[src/rtl/jump_issue_ctrl.sv]
// jump_issue_ctrl: in-order issue queue and resolve logic for e_jump.
// Buffers branch uops, wakes operands from writeback, issues the head,
// checks the prediction and reports to the ROB / front end.
//
// Ports:
//   clk, rst_n          clock, async active-low reset
//   flush_i             backend flush, empties queue
//   in_*                dispatch bundle (valid/ready handshake)
//   wb_valid/tag/data   writeback wakeup ports
//   ju_*_o              head operands to e_jump (combinational)
//   ju_res_i/ju_jump_i  e_jump target and taken result
//   res_*_o             registered resolve report to ROB
//   redirect*_o         registered mispredict redirect
//   count_o             occupied entries
module jump_issue_ctrl #(
  parameter int DEPTH    = 4,
  parameter int PREG_W   = 6,
  parameter int ROB_W    = 6,
  parameter int WB_PORTS = 2
) (
  input  logic                       clk,
  input  logic                       rst_n,
  input  logic                       flush_i,
  input  logic                       in_valid_i,
  output logic                       in_ready_o,
  input  logic [5:0]                 in_op_i,
  input  logic [31:0]                in_pc_i,
  input  logic [31:0]                in_imm_i,
  input  logic [PREG_W-1:0]          in_r0_tag_i,
  input  logic                       in_r0_rdy_i,
  input  logic [31:0]                in_r0_val_i,
  input  logic [PREG_W-1:0]          in_r1_tag_i,
  input  logic                       in_r1_rdy_i,
  input  logic [31:0]                in_r1_val_i,
  input  logic                       in_pred_taken_i,
  input  logic [31:0]                in_pred_tgt_i,
  input  logic [ROB_W-1:0]           in_rob_id_i,
  input  logic [WB_PORTS-1:0]        wb_valid_i,
  input  logic [WB_PORTS*PREG_W-1:0] wb_tag_i,
  input  logic [WB_PORTS*32-1:0]     wb_data_i,
  output logic [31:0]                ju_r0_o,
  output logic [31:0]                ju_r1_o,
  output logic [31:0]                ju_pc_o,
  output logic [31:0]                ju_imm_o,
  output logic [5:0]                 ju_op_o,
  input  logic [31:0]                ju_res_i,
  input  logic                       ju_jump_i,
  output logic                       res_valid_o,
  output logic [ROB_W-1:0]           res_rob_id_o,
  output logic                       res_taken_o,
  output logic [31:0]                res_target_o,
  output logic                       redirect_o,
  output logic [31:0]                redirect_pc_o,
  output logic [$clog2(DEPTH):0]     count_o
);

  localparam int PW = $clog2(DEPTH);
  localparam int CW = PW + 1;

  typedef struct packed {
    logic              v;
    logic [5:0]        op;
    logic [31:0]       pc;
    logic [31:0]       imm;
    logic [PREG_W-1:0] t0;
    logic              rdy0;
    logic [31:0]       d0;
    logic [PREG_W-1:0] t1;
    logic              rdy1;
    logic [31:0]       d1;
    logic              pt;
    logic [31:0]       ptgt;
    logic [ROB_W-1:0]  rob;
  } ent_t;

  ent_t              r_q [DEPTH];
  ent_t              w_q_nxt [DEPTH];
  ent_t              w_in;
  ent_t              w_head;
  logic [PW-1:0]     r_head;
  logic [PW-1:0]     r_tail;
  logic [CW-1:0]     r_count;
  logic              r_res_valid;
  logic [ROB_W-1:0]  r_res_rob;
  logic              r_res_taken;
  logic [31:0]       r_res_tgt;
  logic              r_redirect;

  logic              w_issue;
  logic              w_fire;
  logic              w_mis;
  logic              w_kill;
  logic              w_push;
  logic              w_pop;
  logic [31:0]       w_tgt;

  // Any valid port with a matching tag.
  function automatic logic wb_hit(input logic [PREG_W-1:0] tag);
    logic h;
    h = 1'b0;
    for (int p = 0; p < WB_PORTS; p++)
      if (wb_valid_i[p] && wb_tag_i[p*PREG_W +: PREG_W] == tag)
        h = 1'b1;
    return h;
  endfunction

  // Walk ports high to low so the lowest matching index wins.
  function automatic logic [31:0] wb_data(input logic [PREG_W-1:0] tag);
    logic [31:0] d;
    d = '0;
    for (int p = WB_PORTS - 1; p >= 0; p--)
      if (wb_valid_i[p] && wb_tag_i[p*PREG_W +: PREG_W] == tag)
        d = wb_data_i[p*32 +: 32];
    return d;
  endfunction

  assign w_head  = r_q[r_head];
  assign w_issue = w_head.v & w_head.rdy0 & w_head.rdy1;
  assign w_fire  = w_issue & ~flush_i;
  assign w_tgt   = ju_jump_i ? ju_res_i : w_head.pc + 32'd4;
  assign w_mis   = (ju_jump_i != w_head.pt)
                 | (ju_jump_i & (ju_res_i != w_head.ptgt));
  // A mispredict kills younger entries exactly like a flush.
  assign w_kill  = flush_i | (w_fire & w_mis);
  assign w_pop   = w_fire;
  assign w_push  = in_valid_i & in_ready_o & ~w_kill;

  assign in_ready_o = (r_count != CW'(DEPTH));
  assign count_o    = r_count;

  assign ju_r0_o  = w_head.d0;
  assign ju_r1_o  = w_head.d1;
  assign ju_pc_o  = w_head.pc;
  assign ju_imm_o = w_head.imm;
  assign ju_op_o  = w_head.op;

  assign res_valid_o   = r_res_valid;
  assign res_rob_id_o  = r_res_rob;
  assign res_taken_o   = r_res_taken;
  assign res_target_o  = r_res_tgt;
  assign redirect_o    = r_redirect;
  assign redirect_pc_o = r_res_tgt;

  // Incoming uop, with same-cycle wakeup of its operands.
  always_comb begin
    w_in      = '0;
    w_in.v    = 1'b1;
    w_in.op   = in_op_i;
    w_in.pc   = in_pc_i;
    w_in.imm  = in_imm_i;
    w_in.t0   = in_r0_tag_i;
    w_in.t1   = in_r1_tag_i;
    w_in.pt   = in_pred_taken_i;
    w_in.ptgt = in_pred_tgt_i;
    w_in.rob  = in_rob_id_i;
    w_in.rdy0 = in_r0_rdy_i;
    w_in.d0   = in_r0_val_i;
    w_in.rdy1 = in_r1_rdy_i;
    w_in.d1   = in_r1_val_i;
    if (!in_r0_rdy_i && wb_hit(in_r0_tag_i)) begin
      w_in.rdy0 = 1'b1;
      w_in.d0   = wb_data(in_r0_tag_i);
    end
    if (!in_r1_rdy_i && wb_hit(in_r1_tag_i)) begin
      w_in.rdy1 = 1'b1;
      w_in.d1   = wb_data(in_r1_tag_i);
    end
  end

  always_comb begin
    for (int i = 0; i < DEPTH; i++) begin
      w_q_nxt[i] = r_q[i];
      if (r_q[i].v && !r_q[i].rdy0 && wb_hit(r_q[i].t0)) begin
        w_q_nxt[i].rdy0 = 1'b1;
        w_q_nxt[i].d0   = wb_data(r_q[i].t0);
      end
      if (r_q[i].v && !r_q[i].rdy1 && wb_hit(r_q[i].t1)) begin
        w_q_nxt[i].rdy1 = 1'b1;
        w_q_nxt[i].d1   = wb_data(r_q[i].t1);
      end
    end
    if (w_pop)
      w_q_nxt[r_head].v = 1'b0;
    if (w_push)
      w_q_nxt[r_tail] = w_in;
    if (w_kill)
      for (int i = 0; i < DEPTH; i++)
        w_q_nxt[i].v = 1'b0;
  end

  always_ff @(posedge clk or negedge rst_n) begin
    if (!rst_n) begin
      for (int i = 0; i < DEPTH; i++)
        r_q[i] <= '0;
    end else begin
      for (int i = 0; i < DEPTH; i++)
        r_q[i] <= w_q_nxt[i];
    end
  end

  // Pointers; a kill collapses the queue onto the tail slot.
  always_ff @(posedge clk or negedge rst_n) begin
    if (!rst_n) begin
      r_head  <= '0;
      r_tail  <= '0;
      r_count <= '0;
    end else if (w_kill) begin
      r_head  <= r_tail;
      r_count <= '0;
    end else begin
      r_head  <= r_head + PW'(w_pop);
      r_tail  <= r_tail + PW'(w_push);
      r_count <= r_count + CW'(w_push) - CW'(w_pop);
    end
  end

  always_ff @(posedge clk or negedge rst_n) begin
    if (!rst_n) begin
      r_res_valid <= 1'b0;
      r_res_rob   <= '0;
      r_res_taken <= 1'b0;
      r_res_tgt   <= '0;
      r_redirect  <= 1'b0;
    end else begin
      r_res_valid <= w_fire;
      r_redirect  <= w_fire & w_mis;
      if (w_fire) begin
        r_res_rob   <= w_head.rob;
        r_res_taken <= ju_jump_i;
        r_res_tgt   <= w_tgt;
      end
    end
  end

endmodule

[config.mk]
export PLATFORM = sky130hd
export DESIGN_NAME = jump_issue_ctrl
export DESIGN_NICKNAME = d
export VERILOG_FILES = /design/src/rtl/jump_issue_ctrl.sv
export SDC_FILE = /design/constraint.sdc
export NUM_CORES = 2
export LEC_CHECK = 0
export CAP_MARGIN = 30
export CORE_MARGIN = 2
export CORE_UTILIZATION = 62
export CTS_CLUSTER_DIAMETER = 50
export DETAILED_ROUTE_END_ITERATION = 12
export GPL_ROUTABILITY_DRIVEN = 0
export HOLD_SLACK_MARGIN = 0.06
export PLACE_DENSITY_LB_ADDON = 0.08
export SETUP_SLACK_MARGIN = 0.3
export SYNTH_ARGS = -nofsm -noshare
export SYNTH_HDL_FRONTEND = slang
export SYNTH_SLANG_ARGS = --single-unit
export TNS_END_PERCENT = 1
[constraint.sdc]
create_clock -name clk -period 7.1 [get_ports clk]
set_clock_uncertainty 0.05 [all_clocks]
set_input_delay 1.42 -clock clk [delete_from_list [all_inputs] [get_ports clk]]
set_output_delay 1.42 -clock clk [all_outputs]
set_load 0.05 [all_outputs]
---- Yosys cells after proc, flatten, opt, wreduce, memory -nomap -nowiden ----
Cells that the tools add are included.
operators by class
  order comparisons ....................... 4
  equality and inequality tests ........... 23
  mux-type cells .......................... 68
  bitwise gates (word level) .............. 13
  add/subtract/negate cells ............... 5
  reduce and logical (&&, ||, !) cells .... 50
operators with widths
  operator               number
  $bwmux 752             2
  $mux 752               2
  $demux 188 s2          2
  $mux 188               4
  $mux 32                21
  $bmux 188 s2           1
  $mux 33                10
  $eq 6x6->1             20
  $logic_and 1x1->1      40
  $add 32x3->32 const B  1
  $ne 32x32->1           1
  $mux 1                 24
  $logic_not 1->1        10
  $and 1x1->1            7
  $ge 3x3->1 const B     2
  $lt 3x1->1 const B     2
  $not 2->3              2
  $add 2x1->2            2
  $add 3x1->3            1
  $mux 3                 1
  $ne 3x3->1 const B     1
  $sub 3x1->3            1
  $mux 2                 1
  $not 1->1              2
  2 further kinds        3
storage, ports and cells
  word-level logic and storage cells ...... 223
  output and inout port bits .............. 211
  register bits ........................... 800
  input bits .............................. 302

---- Depth between registers and ports, before layout ----
  depth in word-level cells ............... 14
  gate-level depth with buffers ........... 23
  mapped depth without buffers ............ 15

---- Worst setup path after synthesis ----
No wires, ideal clock.
  path type ............................... register -> output
  from .................................... reg r_head[0]
  to ...................................... out ju_r0_o[0]
  buffers on the path ..................... 11
  cell stages (with the launch flop) ...... 13
  arrival ................................. 3.314 ns
  slack ................................... 2.316 ns
  required time ........................... 5.630 ns
  path through ............................ dfrtp_1 > buf_6 > buf_6 > buf_6 > buf_6 > buf_6 > buf_4 > buf_4 > buf_2 > clkbuf_1 > buf_2 > mux4_2 > buf_4
RTL lines
  what                    line  text
  start, declared         80    logic [PW-1:0] r_head;
  start signal, assigned  208   r_head <= r_tail;
  start signal, assigned  211   r_head <= r_head + PW'(w_pop);
  end, declared           41    output logic [31:0] ju_r0_o,

---- Final worst setup path ----
  from .................................... reg r_head[0]
  to ...................................... out ju_pc_o[1]
on the way
  word-level cells in the longest chain between the ends .. 4
ends and longest elaborated chain
  what                                          line  text
  $not 2->3 (implied by the code)               117   assign w_head = r_q[r_head];
  $bmux 188 s2                                  117
  $mux 188 (implied by the code) (2 in series)  117
  end, declared                                 43    output logic [31:0] ju_pc_o,
No other way between the ends. The select of a mux whose other input is x is not followed.

==> impl_metrics.json <==
{
  "clkTransAtPathRegs_ps": 60,
  "pwr-share-seq": 0.318,
  "maxCapViolCount": 0,
  "peakVddDrop_v": 0.0004173,
  "cts_num_sinks": 800,
  "leakage_nw": 22.09,
  "p_int_mw": 15.48,
  "synth_top_area_share": 0.4488,
  "crit_fanout": 41,
  "power_density_mw_per_mm2": 499.3,
  "die_w_um": 272.2,
  "htree_levels": 3,
  "dp.cells": 4740,
  "wirelength_um": 130400,
  "crit_type": "flip-flop to primary output",
  "area_growth_pct": 17.19,
  "post-route-util": 0.7326,
  "synth_edf_count": 0,
  "drc": 0,
  "layout-drive-gt1-share": 0.1984,
  "clk_latency_ps": 650,
  "initial_core_util": 0.6251,
  "antenna_found_initial": 37,
  "synth_seq_cells": 800,
  "p_sw_mw": 10.63,
  "timing.fmax_mhz": 168.9,
  "fin_tns_setup_ps": 0,
  "rsz0062_at_grt": "false",
  "grt_pass1_vias": 32740,
  "ios": 513,
  "yosys_warnings": 0,
  "cp-end-kind": "primary output",
  "syn_inst": 3722,
  "clkPwrFrac": 0.201,
  "cts_tree": "done",
  "grt_overflow": 0,
  "design_area_mm2": 0.05228,
  "cts_made_buffers": 97,
  "port_buffers": 512,
  "power_mw": 26.10,
  "drt_first_pass_iters": 5,
  "setup_violations": 0,
  "ys_seq_area_frac": 0.4488,
  "outcome": "finished, final reports clean",
  "core_mm2": 0.07136,
  "cts_setup_buffers": 0,
  "cts-root-buf": "clkbuf_16",
  "viasPerCell": 6.340,
  "power.share.switching": 0.4072,
  "async_reset_ff_frac": 1.000,
  "nFillCells": 4846,
  "fin_hold_ws_ps": 433.7,
  "cts_resized": 0,
  "drtAntennaViolNets": 0,
  "finalNetCount": 4198,
  "synthesis.area_mm2": 0.04461,
  "finalNonFillerCells": 4943,
  "slew_headroom": 0.2378,
  "drtIter0Drc": 2547,
  "drv_slew": 0,
  "grt_max_degree": 187,
  "hold_viol": 0,
  "fin_crit_ps": 5921,
  "dpl_worst_slack_ps": 1439,
  "combPwrFrac": 0.481,
  "grt_pass1_wl_um": 197200,
  "routedWlPerCell_um": 26.39,
  "mostFrequentLayoutCells": "798 x dfrtp_1, 625 x mux2i_1, 510 x clkdlybuf4s50_1",
  "hold_buffers": 0,
  "synth.area.top_cells": "dfrtp_1 45%, mux2i_1 14%, mux2_2 8.5%",
  "rows": 98,
  "die_y_um": 272.2,
  "ys_dominant_reg_cell": "dfrtp_1",
  "layout_commonest_cell": "dfrtp_1",
  "cp.arrival_ps": 4450,
  "worst_slack_ps": 1179,
  "grt_usage": 0.3482,
  "dieArea_mm2": 0.07411,
  "worstSetupStartpointType": "flip-flop",
  "timing.final.crit_share": 0.8339,
  "yosysUniqueCellTypes": 56,
  "crit_required_ps": 5630,
  "synth_top_area_cell": "dfrtp_1",
  "place_area_mm2": 0.04878,
  "clockBufferDepth": 3,
  "hpwlAfterDp_um": 81860,
  "hp-class": "flip-flop to flip-flop",
  "worst_pin_slew_ps": 1143,
  "synth_nets": 4030,
  "num_vias": 31340,
  "synth.avg_cell_area_um2": 11.99
}
[power groups by stage]
stage	sequential, mW	combinational, mW	clock, mW
after floorplan	8.02	9.83	0
after global placement	8.07	12.2	0
after detailed placement	8.31	12.5	0
after CTS	8.25	12.6	5.29
after global routing	8.53	13.1	5.49
final	8.31	12.6	5.24
[per-layer routing]
layer	track usage	wire length, um	vias up
met5	0	174	-
met4	0.1695	6279	28
met3	0.07035	9336	388
met2	0.5644	63270	1272
met1	0.4507	51380	16200
li1	-	-	13460
[cell type report]
type | count | area, um2 | area share
Antenna cell | 22 | 55.05 | 0.001053
Timing Repair Buffer | 553 | 5630 | 0.1077
Sequential cell | 800 | 20030 | 0.3831
Clock inverter | 56 | 705.7 | 0.01350
Tap cell | 950 | 1189 | 0.02274
Clock buffer | 124 | 2711 | 0.05186
Multi-Input combinational cell | 2426 | 21920 | 0.4192
Inverter | 12 | 45.04 | 0.0008616
[path summary, 6_finish.rpt]
path,endpoint,slack (ps),cells past startpoint,startpoint
worst max-delay path,ju_pc_o[1],1180,4,r_head[0]$_DFF_PN0_
worst min-delay path,r_q[36]$_DFFE_PN0P_,430,1,r_q[36]$_DFFE_PN0P_
worst max register to register,count_o[2]$_DFF_PN0_,1640,16,r_head[0]$_DFF_PN0_
worst min register to register,r_q[36]$_DFFE_PN0P_,430,1,r_q[36]$_DFFE_PN0P_
max in group asynchronous,r_q[476]$_DFF_PN0_,4750,2,rst_n
min in group asynchronous,r_q[161]$_DFFE_PN0P_,690,1,rst_n
[cell usage after synthesis (6+ instances only)]
cell / n
nand3_1: 15
o21ai_0: 47
inv_1: 12
nor2b_1: 13
mux2_4: 49
or2_2: 8
buf_1: 60
nor2_1: 359
a21oi_1: 343
mux4_2: 159
nor4_1: 20
dfrtp_1: 800
xor2_1: 79
buf_6: 8
buf_4: 193
xnor2_1: 96
nand4_1: 29
mux2_1: 110
nand2_1: 62
buf_2: 70
nor3_1: 6
mux2_2: 338
mux2i_1: 625
clkbuf_1: 149
[worst max-delay path, stage by stage, from the launching register on]
cell and delay [ps]:
dfrtp_4 910, buf_4 600, buf_4 760, mux4_2 670
clkdlybuf4s50_1 820
[flip-flops by register name, summed over array words and instances, names as in the netlist]
register	flops
r_tail	2
res_taken_o	1
redirect_o	1
count_o	3
r_q	752
redirect_pc_o	32
res_valid_o	1
r_head	2
res_rob_id_o	6
[logic make-up after synthesis]
logic type	share of synthesized area
mux	0.3501
buf+inv	0.06229
flops	0.4488
simple gates	0.05239
xor+xnor	0.03436
fa+ha+maj	0.001851
compound gates	0.05026
(Power assumes the default switching activity.)
